==> src/rtl/thr_pkg.sv <==
`default_nettype none
// ============================================================================
//  Module      : thr_pkg
//  Description : Shared phase codes and frame-size defaults for the
//                adaptive-thresholding pipeline.
//  Revision    : 1.0 - initial release
// ============================================================================
package thr_pkg;

    localparam int c_STATE_W = 3;

    // global_state carries these codes directly; the filter stage keys on ST_FILTER
    localparam logic [c_STATE_W-1:0] ST_IDLE   = 3'd0;
    localparam logic [c_STATE_W-1:0] ST_FILTER = 3'd1;
    localparam logic [c_STATE_W-1:0] ST_SHOW   = 3'd2;
    localparam logic [c_STATE_W-1:0] ST_LOAD   = 3'd3;
    localparam logic [c_STATE_W-1:0] ST_PREP   = 3'd4;

    localparam int c_DEF_WIDTH_BITS  = 8;
    localparam int c_DEF_HEIGHT_BITS = 8;

endpackage
`default_nettype wire

==> src/rtl/mem_port_mux.sv <==
`default_nettype none
// ============================================================================
//  Module      : mem_port_mux
//  Description : Combinational address/data/write-enable selector for one
//                memory port with two state-keyed owners.
//  Revision    : 1.0 - initial release
// ============================================================================
module mem_port_mux
    import thr_pkg::*;
#(
    parameter int                   COL_BITS = c_DEF_WIDTH_BITS,
    parameter int                   ROW_BITS = c_DEF_HEIGHT_BITS,
    parameter logic [c_STATE_W-1:0] OWNER_A  = ST_LOAD,
    parameter logic [c_STATE_W-1:0] OWNER_B  = ST_FILTER
) (
    input  logic [c_STATE_W-1:0] i_state,
    input  logic                 i_kill,
    input  logic [COL_BITS-1:0]  i_a_col,
    input  logic [ROW_BITS-1:0]  i_a_row,
    input  logic [7:0]           i_a_wdata,
    input  logic                 i_a_wren,
    input  logic [COL_BITS-1:0]  i_b_col,
    input  logic [ROW_BITS-1:0]  i_b_row,
    input  logic [7:0]           i_b_wdata,
    input  logic                 i_b_wren,
    output logic [COL_BITS-1:0]  o_col,
    output logic [ROW_BITS-1:0]  o_row,
    output logic [7:0]           o_wdata,
    output logic                 o_wren
);

    // A port with no owner in the current phase presents all zeros
    always_comb begin
        o_col   = '0;
        o_row   = '0;
        o_wdata = '0;
        o_wren  = 1'b0;
        if (i_state == OWNER_A) begin
            o_col   = i_a_col;
            o_row   = i_a_row;
            o_wdata = i_a_wdata;
            o_wren  = i_a_wren & ~i_kill;
        end else if (i_state == OWNER_B) begin
            o_col   = i_b_col;
            o_row   = i_b_row;
            o_wdata = i_b_wdata;
            o_wren  = i_b_wren & ~i_kill;
        end
    end

endmodule
`default_nettype wire

==> src/rtl/thresh_sequencer.sv <==
`default_nettype none
// ============================================================================
//  Module      : thresh_sequencer
//  Description : Phase controller for the adaptive-thresholding pipeline:
//                load, filter prep, filter run, display; arbitrates memories.
//  Revision    : 1.0 - initial release
// ============================================================================
module thresh_sequencer
    import thr_pkg::*;
#(
    parameter int WIDTH_BITS  = c_DEF_WIDTH_BITS,
    parameter int HEIGHT_BITS = c_DEF_HEIGHT_BITS,
    parameter int NPIX        = 2**(WIDTH_BITS+HEIGHT_BITS),
    parameter int PREP_CYCLES = 2,
    parameter int TIMEOUT     = 2**20
) (
    input  logic                   clock,
    input  logic                   reset,
    input  logic                   load_req,
    input  logic                   start,
    input  logic                   abort,
    input  logic [4:0]             c_in,
    input  logic                   load_valid,
    input  logic [7:0]             load_data,
    output logic                   load_ready,
    output logic [2:0]             global_state,
    output logic                   filter_not_reset,
    output logic [4:0]             filter_C,
    input  logic                   filter_finished,
    input  logic [WIDTH_BITS-1:0]  f_img_col,
    input  logic [HEIGHT_BITS-1:0] f_img_row,
    input  logic [WIDTH_BITS-1:0]  f_res_col,
    input  logic [HEIGHT_BITS-1:0] f_res_row,
    input  logic [7:0]             f_res_data,
    input  logic                   f_res_wren,
    input  logic [WIDTH_BITS-1:0]  d_col,
    input  logic [HEIGHT_BITS-1:0] d_row,
    output logic [WIDTH_BITS-1:0]  img_col,
    output logic [HEIGHT_BITS-1:0] img_row,
    output logic [7:0]             img_wdata,
    output logic                   img_wren,
    output logic [WIDTH_BITS-1:0]  res_col,
    output logic [HEIGHT_BITS-1:0] res_row,
    output logic [7:0]             res_wdata,
    output logic                   res_wren,
    output logic                   loaded,
    output logic                   done,
    output logic                   error
);

    localparam int c_PIX_W  = WIDTH_BITS + HEIGHT_BITS;
    localparam int c_WD_W   = $clog2(TIMEOUT);
    localparam int c_PREP_W = (PREP_CYCLES > 1) ? $clog2(PREP_CYCLES) : 1;

    localparam logic [c_PIX_W-1:0]  c_LAST_PIX  = c_PIX_W'(NPIX - 1);
    localparam logic [c_WD_W-1:0]   c_WD_LAST   = c_WD_W'(TIMEOUT - 1);
    localparam logic [c_PREP_W-1:0] c_PREP_LAST = c_PREP_W'(PREP_CYCLES - 1);

    logic [c_STATE_W-1:0] r_state;
    logic [c_STATE_W-1:0] w_next_state;
    logic [c_PIX_W-1:0]   r_load_cnt;
    logic [c_WD_W-1:0]    r_wd_cnt;
    logic [c_PREP_W-1:0]  r_prep_cnt;
    logic [4:0]           r_filter_c;
    logic                 r_loaded;
    logic                 r_done;
    logic                 r_error;

    logic w_load_last;
    logic w_prep_last;
    logic w_wd_last;
    logic w_enter_load;
    logic w_enter_prep;

    assign w_load_last  = (r_state == ST_LOAD) && load_valid && (r_load_cnt == c_LAST_PIX);
    assign w_prep_last  = (r_prep_cnt == c_PREP_LAST);
    assign w_wd_last    = (r_wd_cnt == c_WD_LAST);
    assign w_enter_load = (r_state != ST_LOAD) && (w_next_state == ST_LOAD);
    assign w_enter_prep = (r_state != ST_PREP) && (w_next_state == ST_PREP);

    // Requests arriving during LOAD/PREP/FILTER are dropped, not queued
    always_comb begin
        w_next_state = r_state;
        if (abort) begin
            w_next_state = ST_IDLE;
        end else begin
            case (r_state)
                ST_IDLE, ST_SHOW: begin
                    if (load_req)
                        w_next_state = ST_LOAD;
                    else if (start && r_loaded)
                        w_next_state = ST_PREP;
                end
                ST_LOAD: begin
                    if (w_load_last)
                        w_next_state = ST_IDLE;
                end
                ST_PREP: begin
                    if (w_prep_last)
                        w_next_state = ST_FILTER;
                end
                ST_FILTER: begin
                    if (filter_finished)
                        w_next_state = ST_SHOW;
                    else if (w_wd_last)
                        w_next_state = ST_IDLE;
                end
                default: w_next_state = ST_IDLE;
            endcase
        end
    end

    always_ff @(posedge clock) begin
        if (reset) begin
            r_state    <= ST_IDLE;
            r_load_cnt <= '0;
            r_wd_cnt   <= '0;
            r_prep_cnt <= '0;
            r_filter_c <= '0;
            r_loaded   <= 1'b0;
            r_done     <= 1'b0;
            r_error    <= 1'b0;
        end else begin
            r_state <= w_next_state;

            // Exact-width counter: the final pixel's increment wraps it to 0
            if ((r_state == ST_LOAD) && !abort) begin
                if (load_valid)
                    r_load_cnt <= r_load_cnt + 1'b1;
            end else begin
                r_load_cnt <= '0;
            end

            if ((r_state == ST_PREP) && !abort)
                r_prep_cnt <= r_prep_cnt + 1'b1;
            else
                r_prep_cnt <= '0;

            if ((r_state == ST_FILTER) && (w_next_state == ST_FILTER))
                r_wd_cnt <= r_wd_cnt + 1'b1;
            else
                r_wd_cnt <= '0;

            if (w_enter_load) begin
                r_loaded <= 1'b0;
                r_done   <= 1'b0;
                r_error  <= 1'b0;
            end

            if (w_enter_prep) begin
                r_filter_c <= c_in;
                r_done     <= 1'b0;
                r_error    <= 1'b0;
            end

            if (w_load_last && !abort)
                r_loaded <= 1'b1;

            if ((r_state == ST_FILTER) && !abort) begin
                if (filter_finished)
                    r_done <= 1'b1;
                else if (w_wd_last)
                    r_error <= 1'b1;
            end
        end
    end

    assign global_state     = r_state;
    assign load_ready       = (r_state == ST_LOAD);
    assign filter_not_reset = ((r_state == ST_FILTER) || (r_state == ST_SHOW)) && !abort;
    assign filter_C         = r_filter_c;
    assign loaded           = r_loaded;
    assign done             = r_done;
    assign error            = r_error;

    mem_port_mux #(
        .COL_BITS (WIDTH_BITS),
        .ROW_BITS (HEIGHT_BITS),
        .OWNER_A  (ST_LOAD),
        .OWNER_B  (ST_FILTER)
    ) u_img_mux (
        .i_state   (r_state),
        .i_kill    (abort),
        .i_a_col   (r_load_cnt[WIDTH_BITS-1:0]),
        .i_a_row   (r_load_cnt[c_PIX_W-1:WIDTH_BITS]),
        .i_a_wdata (load_data),
        .i_a_wren  (load_valid),
        .i_b_col   (f_img_col),
        .i_b_row   (f_img_row),
        .i_b_wdata (8'd0),
        .i_b_wren  (1'b0),
        .o_col     (img_col),
        .o_row     (img_row),
        .o_wdata   (img_wdata),
        .o_wren    (img_wren)
    );

    mem_port_mux #(
        .COL_BITS (WIDTH_BITS),
        .ROW_BITS (HEIGHT_BITS),
        .OWNER_A  (ST_FILTER),
        .OWNER_B  (ST_SHOW)
    ) u_res_mux (
        .i_state   (r_state),
        .i_kill    (abort),
        .i_a_col   (f_res_col),
        .i_a_row   (f_res_row),
        .i_a_wdata (f_res_data),
        .i_a_wren  (f_res_wren),
        .i_b_col   (d_col),
        .i_b_row   (d_row),
        .i_b_wdata (8'd0),
        .i_b_wren  (1'b0),
        .o_col     (res_col),
        .o_row     (res_row),
        .o_wdata   (res_wdata),
        .o_wren    (res_wren)
    );

endmodule
`default_nettype wire

==> config.mk <==
export PLATFORM = sky130hd
export DESIGN_NAME = thresh_sequencer
export DESIGN_NICKNAME = d
export VERILOG_FILES = /design/src/rtl/thr_pkg.sv /design/src/rtl/mem_port_mux.sv /design/src/rtl/thresh_sequencer.sv
export SDC_FILE = /design/constraint.sdc
export NUM_CORES = 1
export LEC_CHECK = 0
export BUFFER_PORTS_ARGS = -buffer_cell sky130_fd_sc_hd__buf_2
export CORE_MARGIN = 2
export CORE_UTILIZATION = 48
export DETAILED_ROUTE_END_ITERATION = 10
export PLACE_DENSITY = 0.83
export SETUP_SLACK_MARGIN = 0.3
export SKIP_CTS_REPAIR_TIMING = 1
export SYNTH_ARGS = -nofsm -noshare
export SYNTH_HDL_FRONTEND = slang
export SYNTH_SLANG_ARGS = --single-unit
==> constraint.sdc <==
create_clock -name clock -period 3.4 [get_ports clock]
set_input_delay 0.17 -clock clock [delete_from_list [all_inputs] [get_ports clock]]
set_output_delay 0.17 -clock clock [all_outputs]
set_load 0.05 [all_outputs]
### After elaboration in Yosys (flattened, before gate mapping)

Index checks and enable logic that the tools add are counted.

| word-level totals | value |
|---|---|
| output and inout port bits | 63 |
| word-level logic and storage cells | 78 |
| input bits | 77 |
| register bits | 48 |

| cells by class | value |
|---|---|
| bitwise gates (word level) | 6 |
| multiplexer cells | 31 |
| $add $sub $neg | 3 |
| reductions and logical operators | 19 |
| equal/unequal tests | 11 |

Operators by type and width:

| kind | count |
|---|---|
| 2-to-1 mux 8 bit | 10 |
| 2-to-1 mux 3 bit | 7 |
| adder 20 x 1 -> 20 bit (second input constant) | 1 |
| == test 20 bit (second input constant) | 1 |
| adder 16 x 1 -> 16 bit (second input constant) | 1 |
| == test 16 bit (second input constant) | 1 |
| 2-to-1 mux 1 bit | 13 |
| case mux 3 bit (4 select lines) | 1 |
| logical AND 1 bit | 11 |
| == test 3 x 2 -> 1 bit (second input constant) | 3 |
| OR reduction 2 bit | 4 |
| == test 3 x 1 -> 1 bit (second input constant) | 2 |
| == test 3 bit (second input constant) | 2 |
| NOT 1 bit | 4 |
| zero test 3 bit | 1 |
| != test 3 x 2 -> 1 bit (second input constant) | 1 |
| != test 3 bit (second input constant) | 1 |
| AND 1 bit | 2 |
| nonzero test 2 bit | 1 |
| adder 1 bit (second input constant) | 1 |
| zero test 1 bit | 1 |
| logical OR 1 bit | 1 |

### Depth between registers and ports, before layout

| logic depth | value |
|---|---|
| word-level depth | 13 |
| depth in mapped cells | 7 |
| mapped depth without buffers | 6 |

### Modules after synthesis

A second synthesis with hierarchy kept.

| unflattened totals | value |
|---|---|
| cell total of the unflattened synthesis | 389 |
| area total of the unflattened synthesis | 3,198.1 µm² |

By module, submodules not included:

| module | instances | area each (µm²) | cells an instance |
|---|---|---|---|
| thresh_sequencer | 1 | 2,187.1 | 244 |
| mem_port_mux at u_res_mux | 1 | 580.6 | 88 |
| mem_port_mux at u_img_mux | 1 | 430.4 | 57 |

### Worst setup path after synthesis

No wires, ideal clock.

| timing path | value |
|---|---|
| kind | register to output |
| from | reg r_state[1], in the netlist global_state[1] |
| to | out img_wdata[0] |
| path slack | 0.891 ns |
| data arrival time | 2.339 ns |
| stages on the path, launching flop included | 6 |
| required time | 3.230 ns |
| cell sequence | dfxtp_1 buf_2 and3b_1 buf_2 clkbuf_1 and2_1 |

| between the ends | value |
|---|---|
| word-level cells in the longest chain between the ends | 2 |

Ends and longest elaborated chain:

| element | RTL line | source |
|---|---|---|
| start: declaration | thresh_sequencer.sv:59 | `logic [c_STATE_W-1:0] r_state;` |
| start signal: assignment | thresh_sequencer.sv:124 | `r_state <= w_next_state;` |
| == test 3 x 2 -> 1 bit | n/a |  |
| via load_ready | thresh_sequencer.sv:25 | `output logic load_ready,` |
| 2-to-1 mux 8 bit | mem_port_mux.sv:38 | `if (i_state == OWNER_A) begin` |
| end: declaration | thresh_sequencer.sv:40 | `output logic [7:0] img_wdata,` |

The timed path passes the listed nets, and every way through them passes these cells.

### Worst setup path after layout

| timing path | value |
|---|---|
| from | reg r_state[1], in the netlist global_state[1] |
| to | out res_row[0] |

| between the ends | value |
|---|---|
| word-level cells in the longest chain between the ends | 3 |
| elaborated cells on any way between the ends | 4 |
| those cells by class | eq/ne (2); mux (2) |

Ends and longest elaborated chain:

| element | RTL line | source |
|---|---|---|
| == test 3 x 2 -> 1 bit | mem_port_mux.sv:43 | `end else if (i_state == OWNER_B) begin` |
| 2-to-1 mux 8 bit | mem_port_mux.sv:43 |  |
| 2-to-1 mux 8 bit (*) | mem_port_mux.sv:38 |  |
| end: declaration | thresh_sequencer.sv:43 | `output logic [HEIGHT_BITS-1:0] res_row,` |

Mark *: on every way between the ends. The rest lies on a longest branch, timed or not.

==> flow_summary.ini <==
[power_and_ir_drop]
combinationalPowerShare_pct = 21.2
pwr-share-clk_pct = 28.3
intPower_w = 0.0007814
power.leakage_nw = 1.619
sw_frac_of_total_pct = 30.54
ir_drop_mv = 0.2605
power_switching_w = 0.0003435
power_density_nw_per_um2 = 333.3
sequentialPowerShare_pct = 50.5

[floorplanning]
die_w_um = 77.01
ios = 140
die_y_um = 77.01
initial_core_util_pct = 49.78
core_area_um2 = 5140
dieArea_um2 = 5931
fp-row-count = 26

[logic_synthesis]
seq_area_frac_synth_pct = 37.56
yosys_register_bits = 48
yosysTopAreaCellShare_pct = 37.56
synth_top_cell_by_area = dfxtp_1
async_reset_ff_share_pct = 0
yosys_warnings = 0
avgSynthCellArea_um2 = 8.644
synth_edf_count = 0
netlist_area_um2 = 2559
synth_nets = 375
netlist_instances = 296
synthTopCellsByCount = dfxtp_1 (48), nor2_1 (48), a22o_1 (32)
synth_area_leaders = dfxtp_1 (38%), a22o_1 (11%), xor2_1 (7.2%), nor2_1 (7.0%), and2_1 (4.2%)
synth_cell_types = 38
synth_ff_type = dfxtp_1

[placement]
place_congestion = 0.8456
place_ws_ns = 1.295
hpwlAfterDp_um = 5610
numPortBuffers = 139

[global_route]
grt_pass1_vias = 2492
antenna_found_initial = 0
grt_pass1_wl_um = 11810
grt_use_total_pct = 24.52
grt_overflow = 0
grt_max_degree = 43

[routing]
firstDrtPassIters = 4
drt_iter0_markers = 100
wire_per_inst_um = 14.74
drc_errors = 0
wl_um = 7339
viasPerCell = 5.289
drtAntennaViolNets = 0
dr_total_vias = 2634

[worst_setup_path]
critPathMaxFanout = 17
critPathLaunchType = flop
path_class = reg2out
cp-end-kind = output port
worstPathRequired_ns = 3.23
arrival_ns = 2.27

[sta]
rsz0062_at_grt = false
worst_slew_pin_slew_ns = 1.049
drv_slew = 0
min_period_ns = 2.442
fmax_ghz = 0.4095
setup_viol = 0
tns_ns = 0
fin_skew_ns = 0.009774
hold_violations = 0
timing.slew.headroom_pct = 29.77
finalWorstSetupSlack_ns = 0.9582
min_period_over_period_pct = 71.82

[clocking]
clock_latency_ns = 0.30
cts_tree = built
cts_max_path_buffers = 2
clkSinkCount = 48
cts_root_buffer = clkbuf_8
clk_transition_reported_paths_ns = 0.09
htree_levels = 2
cts_made_buffers = 5

[run_status]
status = finished, final reports clean

[job]
cap_violations = 0

[final_layout]
seqCellArea_um2 = 960.9
syn2layout_area_growth_pct = 31.88
final_util_pct = 65.65
diodes = 0
fill_cells = 451
nNetsFinal = 507
drive_gt1_share_pct = 35.98
multiInputGateArea_um2 = 1519

[worst_hold_path]
hold_class = in2reg
## layer usage
| layer | global-route usage [%] | up-vias | wire, µm |
|---|---|---|---|
| met1 | 27.38 | 1213 | 2949 |
| met4 | 11.07 | 0 | 207 |
| met5 | 0 | - | 0 |
| met2 | 44.30 | 90 | 3712 |
| met3 | 5.412 | 18 | 469 |
| li1 | - | 1313 | - |
## critical path, cell delays in order, from the launching register on
cell     delay, ns
dfxtp_1       0.52
nor3b_2       0.91
a22o_1        0.27
buf_2         0.27
## logic make-up after synthesis
logic type	Yosys count	share of synthesized area (%)
AO/OA/AOI/OAI	49	15.31
AND/OR/NAND/NOR	138	29.10
flip-flops	48	37.55
buffers and inverters	20	3.374
XOR/XNOR	32	10.95
multiplexers	7	2.738
adder cells (fa/ha/maj)	2	0.9778
## registers in the layout, indices dropped and copies added (netlist names)
register	flops
error	1
filter_C	5
r_wd_cnt	20
r_load_cnt	16
r_prep_cnt	1
global_state	3
done	1
loaded	1
## power groups by stage
stage / Clock [W] / Sequential, W / Combinational [W]
after floorplan: 0 / 0.000584 / 0.000153
after global placement: 0 / 0.000581 / 0.000236
after detailed placement: 0 / 0.000581 / 0.000237
after CTS: 0.000324 / 0.000568 / 0.000238
after global routing: 0.000349 / 0.000569 / 0.000250
final: 0.000318 / 0.000568 / 0.000238
## metrics by stage
stage,instances,area (µm²),power (W),hold slack (ns)
6_report,498,3374,0.001125,0.09859
2_1_floorplan,296,2559,0.0007374,0.3024
5_1_grt,498,3374,0.001168,0.1123
3_3_place_gp,491,3297,0.0008169,0.4020
4_1_cts,498,3374,0.001130,0.09935
3_5_place_dp,491,3297,0.0008180,0.4097
## area by class of cell
cell class / instances / share of cell area, %
Tap cell: 70 / 2.595
Clock inverter: 1 / 0.1483
Inverter: 3 / 0.3337
Timing Repair Buffer: 142 / 21.28
Clock buffer: 6 / 2.151
Multi-Input combinational cell: 228 / 45.01
Sequential cell: 48 / 28.48
## cells in the final DEF (no fill, tap or decap), drive strengths merged, types with 2 or more instances in the layout
master	instances
xor2	21
a22o	32
mux2i	7
nand3	12
and4	8
and2	17
nand2	16
or3	5
dfxtp	48
buf	142
and3	11
o21ai	5
nand4	6
clkbuf	6
inv	3
o31a	2
nor2	49
nor4	2
a21oi	4
nor3	2
and3b	3
ha	2
nor3b	3
xnor2	11
## final timing paths
check | startpoint | endpoint | slack [ns] | cells after the start
min reg2reg | done | done | 0.46 | 2
max reg2reg | r_wd_cnt[0] | r_wd_cnt[2] | 1.45 | 7
max | global_state[1] | res_row[0] | 0.96 | 3
min | c_in[3] | filter_C[3] | 0.1 | 3
(Power assumes the default switching activity.)
